--- src/rtl/jk_cmd_sequencer.sv ---
// jk_cmd_sequencer
// Command sequencer that drives the J/K inputs of the T-to-JK flip-flop stage.
// HOLD/RESET/SET/TOGGLE commands arrive over a valid/ready handshake. They are
// buffered in a DEPTH-entry FIFO. Each command is then replayed as registered
// j/k for cmd_len+1 cycles. A golden model of Q (exp_q) tracks the flip-flop
// cycle-for-cycle.
// Optional build macro: JK_SEQ_CHECK_EN
//   When defined, q_in is compared against exp_q on every non-reset cycle.
//   Any mismatch sets the sticky err flag.
//   When undefined, err is tied low and q_in is ignored.
module jk_cmd_sequencer #(
    parameter int DEPTH = 4,
    parameter int LEN_W = 4
) (
    input  logic                     clk,
    input  logic                     reset,
    input  logic                     cmd_valid,
    input  logic [1:0]               cmd_op,
    input  logic [LEN_W-1:0]         cmd_len,
    output logic                     cmd_ready,
    output logic                     j,
    output logic                     k,
    input  logic                     q_in,
    output logic                     exp_q,
    output logic                     busy,
    output logic                     done,
    output logic [$clog2(DEPTH):0]   level,
    output logic                     err
);

    localparam int AW = $clog2(DEPTH);
    localparam int EW = 2 + LEN_W;
    localparam logic [AW:0] LEVEL_FULL = (AW+1)'(DEPTH);

    typedef enum logic {
        IDLE  = 1'b0,
        DRIVE = 1'b1
    } state_t;

    // FIFO storage: {op, len}; only the pointers are reset, stale contents are never read
    logic [EW-1:0] fifo_mem [DEPTH];

    logic [AW-1:0]    wr_ptr_q, wr_ptr_d;
    logic [AW-1:0]    rd_ptr_q, rd_ptr_d;
    logic [AW:0]      level_q, level_d;
    state_t           state_q, state_d;
    logic [LEN_W-1:0] cnt_q, cnt_d;
    logic             j_q, j_d;
    logic             k_q, k_d;
    logic             exp_q_q, exp_q_d;

    logic             push;
    logic             pop;
    logic [EW-1:0]    head_entry;
    logic [1:0]       head_op;
    logic [LEN_W-1:0] head_len;

    // Ready depends only on the registered level, so a full FIFO refuses even on a popping cycle
    assign cmd_ready  = (level_q != LEVEL_FULL);
    assign push       = cmd_valid & cmd_ready;
    assign head_entry = fifo_mem[rd_ptr_q];
    assign head_op    = head_entry[EW-1 -: 2];
    assign head_len   = head_entry[LEN_W-1:0];

    assign j      = j_q;
    assign k      = k_q;
    assign exp_q  = exp_q_q;
    assign level  = level_q;
    assign busy   = (state_q == DRIVE);
    assign done   = (state_q == DRIVE) && (cnt_q == '0);

    // FIFO write port: accepted commands land at the write pointer
    always_ff @(posedge clk) begin
        if (!reset && push) begin
            fifo_mem[wr_ptr_q] <= {cmd_op, cmd_len};
        end
    end

    // Next-state / next-drive logic: pop on idle or at the end of a command (no idle gap)
    always_comb begin
        state_d = state_q;
        cnt_d   = cnt_q;
        j_d     = j_q;
        k_d     = k_q;
        pop     = 1'b0;
        case (state_q)
            IDLE: begin
                j_d = 1'b0;
                k_d = 1'b0;
                if (level_q != '0) begin
                    pop     = 1'b1;
                    j_d     = head_op[1];
                    k_d     = head_op[0];
                    cnt_d   = head_len;
                    state_d = DRIVE;
                end
            end
            DRIVE: begin
                if (cnt_q != '0) begin
                    cnt_d = cnt_q - LEN_W'(1);
                end else if (level_q != '0) begin
                    pop   = 1'b1;
                    j_d   = head_op[1];
                    k_d   = head_op[0];
                    cnt_d = head_len;
                end else begin
                    j_d     = 1'b0;
                    k_d     = 1'b0;
                    state_d = IDLE;
                end
            end
            default: begin
                j_d     = 1'b0;
                k_d     = 1'b0;
                state_d = IDLE;
            end
        endcase
    end

    // Pointer and occupancy bookkeeping; pointers wrap naturally because DEPTH is a power of two
    always_comb begin
        wr_ptr_d = wr_ptr_q;
        rd_ptr_d = rd_ptr_q;
        level_d  = level_q;
        if (push) begin
            wr_ptr_d = wr_ptr_q + AW'(1);
        end
        if (pop) begin
            rd_ptr_d = rd_ptr_q + AW'(1);
        end
        case ({push, pop})
            2'b10:   level_d = level_q + (AW+1)'(1);
            2'b01:   level_d = level_q - (AW+1)'(1);
            default: level_d = level_q;
        endcase
    end

    // Golden Q: same JK behaviour as the flip-flop, applied to the j/k currently being driven
    always_comb begin
        exp_q_d = exp_q_q;
        case ({j_q, k_q})
            2'b00:   exp_q_d = exp_q_q;
            2'b01:   exp_q_d = 1'b0;
            2'b10:   exp_q_d = 1'b1;
            default: exp_q_d = ~exp_q_q;
        endcase
    end

    // State registers; reset discards the in-flight command and everything queued
    always_ff @(posedge clk) begin
        if (reset) begin
            wr_ptr_q <= '0;
            rd_ptr_q <= '0;
            level_q  <= '0;
            state_q  <= IDLE;
            cnt_q    <= '0;
            j_q      <= 1'b0;
            k_q      <= 1'b0;
            exp_q_q  <= 1'b0;
        end else begin
            wr_ptr_q <= wr_ptr_d;
            rd_ptr_q <= rd_ptr_d;
            level_q  <= level_d;
            state_q  <= state_d;
            cnt_q    <= cnt_d;
            j_q      <= j_d;
            k_q      <= k_d;
            exp_q_q  <= exp_q_d;
        end
    end

`ifdef JK_SEQ_CHECK_EN
    logic err_q, err_d;

    // Sticky mismatch flag: any cycle where the real Q disagrees with the prediction
    always_comb begin
        err_d = err_q | (q_in != exp_q_q);
    end

    // Error flag register, cleared only by reset
    always_ff @(posedge clk) begin
        if (reset) begin
            err_q <= 1'b0;
        end else begin
            err_q <= err_d;
        end
    end

    assign err = err_q;
`else
    // Checking disabled: q_in is intentionally unused
    logic unused_q_in;
    assign unused_q_in = q_in;
    assign err         = 1'b0;
`endif

endmodule

--- config.mk ---
export PLATFORM = sky130hd
export DESIGN_NAME = jk_cmd_sequencer
export DESIGN_NICKNAME = d
export VERILOG_FILES = /design/src/rtl/jk_cmd_sequencer.sv
export SDC_FILE = /design/constraint.sdc
export NUM_CORES = 1
export LEC_CHECK = 0
export ABC_AREA = 1
export BUFFER_PORTS_ARGS = -buffer_cell sky130_fd_sc_hd__buf_2
export CAP_MARGIN = 20
export CORE_ASPECT_RATIO = 0.8
export CORE_MARGIN = 2
export CORE_UTILIZATION = 54
export CTS_BUF_LIST = sky130_fd_sc_hd__clkbuf_4
export CTS_CLUSTER_DIAMETER = 200
export DETAILED_ROUTE_END_ITERATION = 16
export GPL_TIMING_DRIVEN = 0
export PLACE_DENSITY = 0.84
export SLEW_MARGIN = 30
export SYNTH_ARGS = -nofsm -noshare
export SYNTH_HDL_FRONTEND = slang
export SYNTH_SLANG_ARGS = --single-unit
--- constraint.sdc ---
create_clock -name clk -period 2 [get_ports clk]
set_input_delay 0.1 -clock clk [delete_from_list [all_inputs] [get_ports clk]]
set_output_delay 0.1 -clock clk [all_outputs]
set_load 0.01 [all_outputs]
Word level (Yosys, flattened, before mapping). Memories as Yosys holds them, arrays and structs flattened. A register that Yosys moved wholly into a read port is not among the register bits. Index checks and enable logic that the tools add are counted.

Bits in registers: 15. RAM bits: 24. Output and inout bits: 10. Word-level logic and storage cells: 51. Memories kept: 1.

Memory list: fifo_mem (depth 4, bits a word 6, read ports 1, clocked after memory_dff 1, write ports 1, RTL line 41) `logic [EW-1:0] fifo_mem [DEPTH];`.

Add/subtract/negate cells: 5. Equal/unequal tests: 6. Multiplexer cells: 20. Bitwise logic cells: 3. Reductions and logical operators: 8.

Operators with widths (number): $mux 1 (9); $mux 4 (2); $pmux 1 s2 (4); $pmux 4 s2 (1); $pmux 3 s2 (1); $add 2x1->2 const B (2); $eq 2x1->1 const B (2); $eq 2x2->1 const B (2); $logic_not 4->1 (1); $mux 2 (2); $reduce_bool 4->1 (1); $sub 4x1->4 const B (1); $add 3x1->3 const B (1); $ne 3x3->1 const B (1); $pmux 1 s3 (1); $reduce_bool 3->1 (1); $sub 3x1->3 const B (1); $logic_and 1x1->1 (2); $logic_not 2->1 (1); $ne 2x2->1 const B (1); $not 1->1 (2); $reduce_bool 2->1 (1); $and 1x1->1 (1); $logic_not 1->1 (1).

Logic depth before layout (Yosys ltp).
Word-level depth: 6. Mapped depth: 11. Depth with buffers taken out: 11.

Worst setup path before layout. No wires, ideal clock.

Path type: flip-flop to flip-flop. Start: register cnt_q[0]. End: register level_q[2] (netlist: level[2]). Arrival: 1901 ps. Required time: 1878 ps. Path slack: -23 ps. Cell stages (with the launch flop): 12. Path through: dfxtp_1 -> inv_1 -> ha_1 -> nand2_4 -> a21oi_4 -> ha_1 -> inv_1 -> fa_1 -> a21oi_1 -> o21ai_0 -> o21ai_0 -> a21oi_1.

Cells in the longest elaborated chain, start to end: 5.

RTL lines: from (decl) (RTL line 47) `logic [LEN_W-1:0] cnt_q, cnt_d;`; from (signal assigned) (RTL line 165) `cnt_q <= cnt_d;`; $reduce_bool 4->1 (*) (RTL line 99) `if (cnt_q != '0) begin`; $mux 1 (*) (RTL line 99); $pmux 1 s2 (*) (RTL line 86) `case (state_q)`; net pop (RTL line 53) `logic pop;`; $eq 2x1->1 or $eq 2x2->1 (tied branches) (RTL line 131) `case ({push, pop})`; $pmux 3 s2 or $reduce_bool 2->1 (tied branches); to (signal assigned) (RTL line 163) `level_q <= level_d;`; to (decl) (RTL line 45) `logic [AW:0] level_q, level_d;`.

The timed path passes the listed nets; every way through them passes the cells marked *. A chain may end at the register's enable or synchronous reset.

Worst setup path after layout. Same ends and word-level chain as after synthesis.

==> impl_metrics.json <==
{
  "p_per_area_nw_per_um2": 1470,
  "synth_cells": 202,
  "rsz0062_at_grt": "no",
  "grt_overflow": 0,
  "stdcell_area_sq_um": 2210,
  "status": "completed",
  "drv_slew": 0,
  "initialDrtViolationCount": 39,
  "worstSetupStartpointType": "flop",
  "clock_latency_ns": 0.35,
  "vias": 1358,
  "synth_top_area_share": 0.378,
  "endpoint_kind": "flop",
  "period_minus_slack_ns": 1.89,
  "first_global_vias": 1269,
  "startpoint": "cnt_q[0]$_SDFF_PP0_",
  "register_area_sq_um": 1060,
  "cp.arrival_ns": 2.14,
  "synth-edff-count": 24,
  "fin_crit_sh": 0.944,
  "diodes": 0,
  "syn_area_sq_um": 1900,
  "viasPerCell": 4.92,
  "grt_pass1_wl_mm": 5.50,
  "ys_top_cells_by_area": "edfxtp_1 38%, dfxtp_1 18%, nand2_1 7.5%, ha_1 5.9%, nor2_1 5.1%",
  "grtUsageTotal": 0.180,
  "fin_skew_ns": 0.0128,
  "gp_congestion": 0.789,
  "drt-wirelength-per-cell_um": 11.7,
  "worst_pin_slew_ns": 0.600,
  "syn2layout_area_growth_pct": 15.9,
  "avgSynthCellArea_sq_um": 9.43,
  "required_ns": 2.25,
  "p_leak_nw": 0.952,
  "slew_headroom": 0.598,
  "antenna_found_initial": 0,
  "holdWs_ns": 0.0219,
  "finalHoldViolCount": 0,
  "numCtsBuffers": 5,
  "fin_setup_tns_ns": 0,
  "cts_tree": "yes",
  "rows": 19,
  "place_hpwl_mm": 2.28,
  "num-nets-final": 253,
  "regToRegSetupSlack_ns": 0.11,
  "max_cap_violations": 0,
  "port_buffers": 16,
  "synth-seq-area-share": 0.557,
  "yosys_warnings": 0,
  "yosysMostFrequentCell": "nand2_1",
  "grt_start_max_net_pins": 13,
  "ir_drop_mv": 0.733,
  "rr_startpoint": "cnt_q[0]$_SDFF_PP0_",
  "yosys-top-cells-count": "38 x nand2_1, 26 x nor2_1, 24 x edfxtp_1, 24 x inv_1, 17 x dfxtp_1",
  "core_area_sq_um": 3400,
  "fill_cells": 278,
  "multi_input_area_sq_um": 724,
  "clkSlewWorstSetupHoldPaths_ns": 0.12,
  "place_area_sq_um": 2040,
  "drtPass1Iterations": 4,
  "die_h_um": 57.1,
  "synth_fp_nets": 222,
  "start_util": 0.560,
  "final.setup.worst_slack_ns": 0.112,
  "drive_above_1_share": 0.209,
  "cts.path.max_buffers": 2,
  "io-pin-count": 20,
  "die_w_um": 70.4,
  "htreeDepth": 2,
  "synthFlopType": "edfxtp_1",
  "crit_type": "reg2reg",
  "place_ws_ns": -0.186,
  "ant_nets": 0,
  "async_flop_share": 0,
  "min_from": "reset",
  "clockRootBuffer": "clkbuf_4",
  "yosys.area.top_type": "edfxtp_1",
  "dieArea_sq_um": 4020,
  "drt_wl_total_mm": 3.24,
  "hold_class": "in2reg",
  "cp_max_fo": 3,
  "ys_seq_elements": 41,
  "max_freq_mhz": 530,
  "setup_viol": 0,
  "clock_sink_count": 41,
  "drc_errors": 0,
  "ys_types": 21
}
-- cell families (layout without fill, tap and decap cells) --
logic type               count (synthesis)  count (layout)  synth area share
AND/OR/NAND/NOR                         81              81             0.185
flip-flops                              41              41             0.557
AO/OA/AOI/OAI                           34              34             0.107
buffers and inverters                   33              65            0.0703
adder cells (fa/ha/maj)                 10              10            0.0696
XOR/XNOR                                 2               2           0.00920
other                                    1               1           0.00197
-- per-layer routing --
metal / global-route usage / up-vias / wire length (um)
li1: - / 713 / -
met1: 0.226 / 611 / 1460
met2: 0.291 / 26 / 1540
met3: 0.0618 / 8 / 169
met4: 0.0659 / 0 / 61
met5: 0 / - / 0
-- sequential cells by signal (all words and copies together), names as in the netlist, named ones only --
| signal | cells |
|---|---|
| exp_q | 1 |
| rd_ptr_q | 2 |
| k | 1 |
| cnt_q | 4 |
| busy | 1 |
| wr_ptr_q | 2 |
| j | 1 |
| level | 3 |
| fifo_mem | 24 |
-- power breakdown --
part / switching, mW / internal (mW)
clock network: 0.251 / 0.274
registers: 0.157 / 1.07
logic: 0.913 / 0.583
total: 1.32 / 1.92
-- final timing paths --
| path | end | cells past startpoint |
|---|---|---|
| hold / removal | k$_SDFFE_PP0P_ | 2 |
| setup / recovery | level[2]$_SDFFE_PP0P_ | 11 |
| hold reg to reg | k$_SDFFE_PP0P_ | 2 |
| setup reg to reg | level[2]$_SDFFE_PP0P_ | 11 |
-- repair_timing --
action | CTS | global route
gates resized for setup | 4 | 3
pin swaps | 1 | 1
hold buffers | 6 | 0
setup buffers | 2 | 0
endpoints found under the setup margin | 1 | 1
endpoints found under the hold margin | 24 | 0
-- area by class of cell --
type	count	area share
plain buffers	4	0.0113
clock buffers	6	0.0204
clock inverters	2	0.0153
inverters	29	0.0493
multi-input cells	128	0.328
flip-flops and latches	41	0.481
well taps	42	0.0238
repair buffers	24	0.0703
-- per-stage QoR --
step,cells,utilization,power [mW]
global placement,260,0.600,2.59
floorplan,202,-,2.32
detailed placement,260,0.600,2.65
finish,276,0.649,3.25
global route,276,0.649,3.53
CTS,276,0.648,3.25
-- cells in the final DEF (no fill, tap or decap), drive strengths merged --
cell type	instances
nand2	41
inv	29
nor2	28
edfxtp	24
buf	22
a21oi	18
dfxtp	17
o21ai	16
nand3	12
ha	9
clkbuf	6
dlygate4sd3	6
xor2	2
fa	1
conb	1
clkinv	1
bufinv	1
-- critical path: stages, from the launching register on --
cell and delay (ns):
dfxtp_1 0.33, inv_2 0.09, ha_4 0.17, nand2_4 0.08, a21oi_4 0.15, ha_1 0.16
inv_1 0.07, fa_2 0.34, a21oi_1 0.14, o21ai_1 0.09, o21ai_1 0.12, a21oi_1 0.05
No activity file was read; power rests on OpenSTA's default activity.
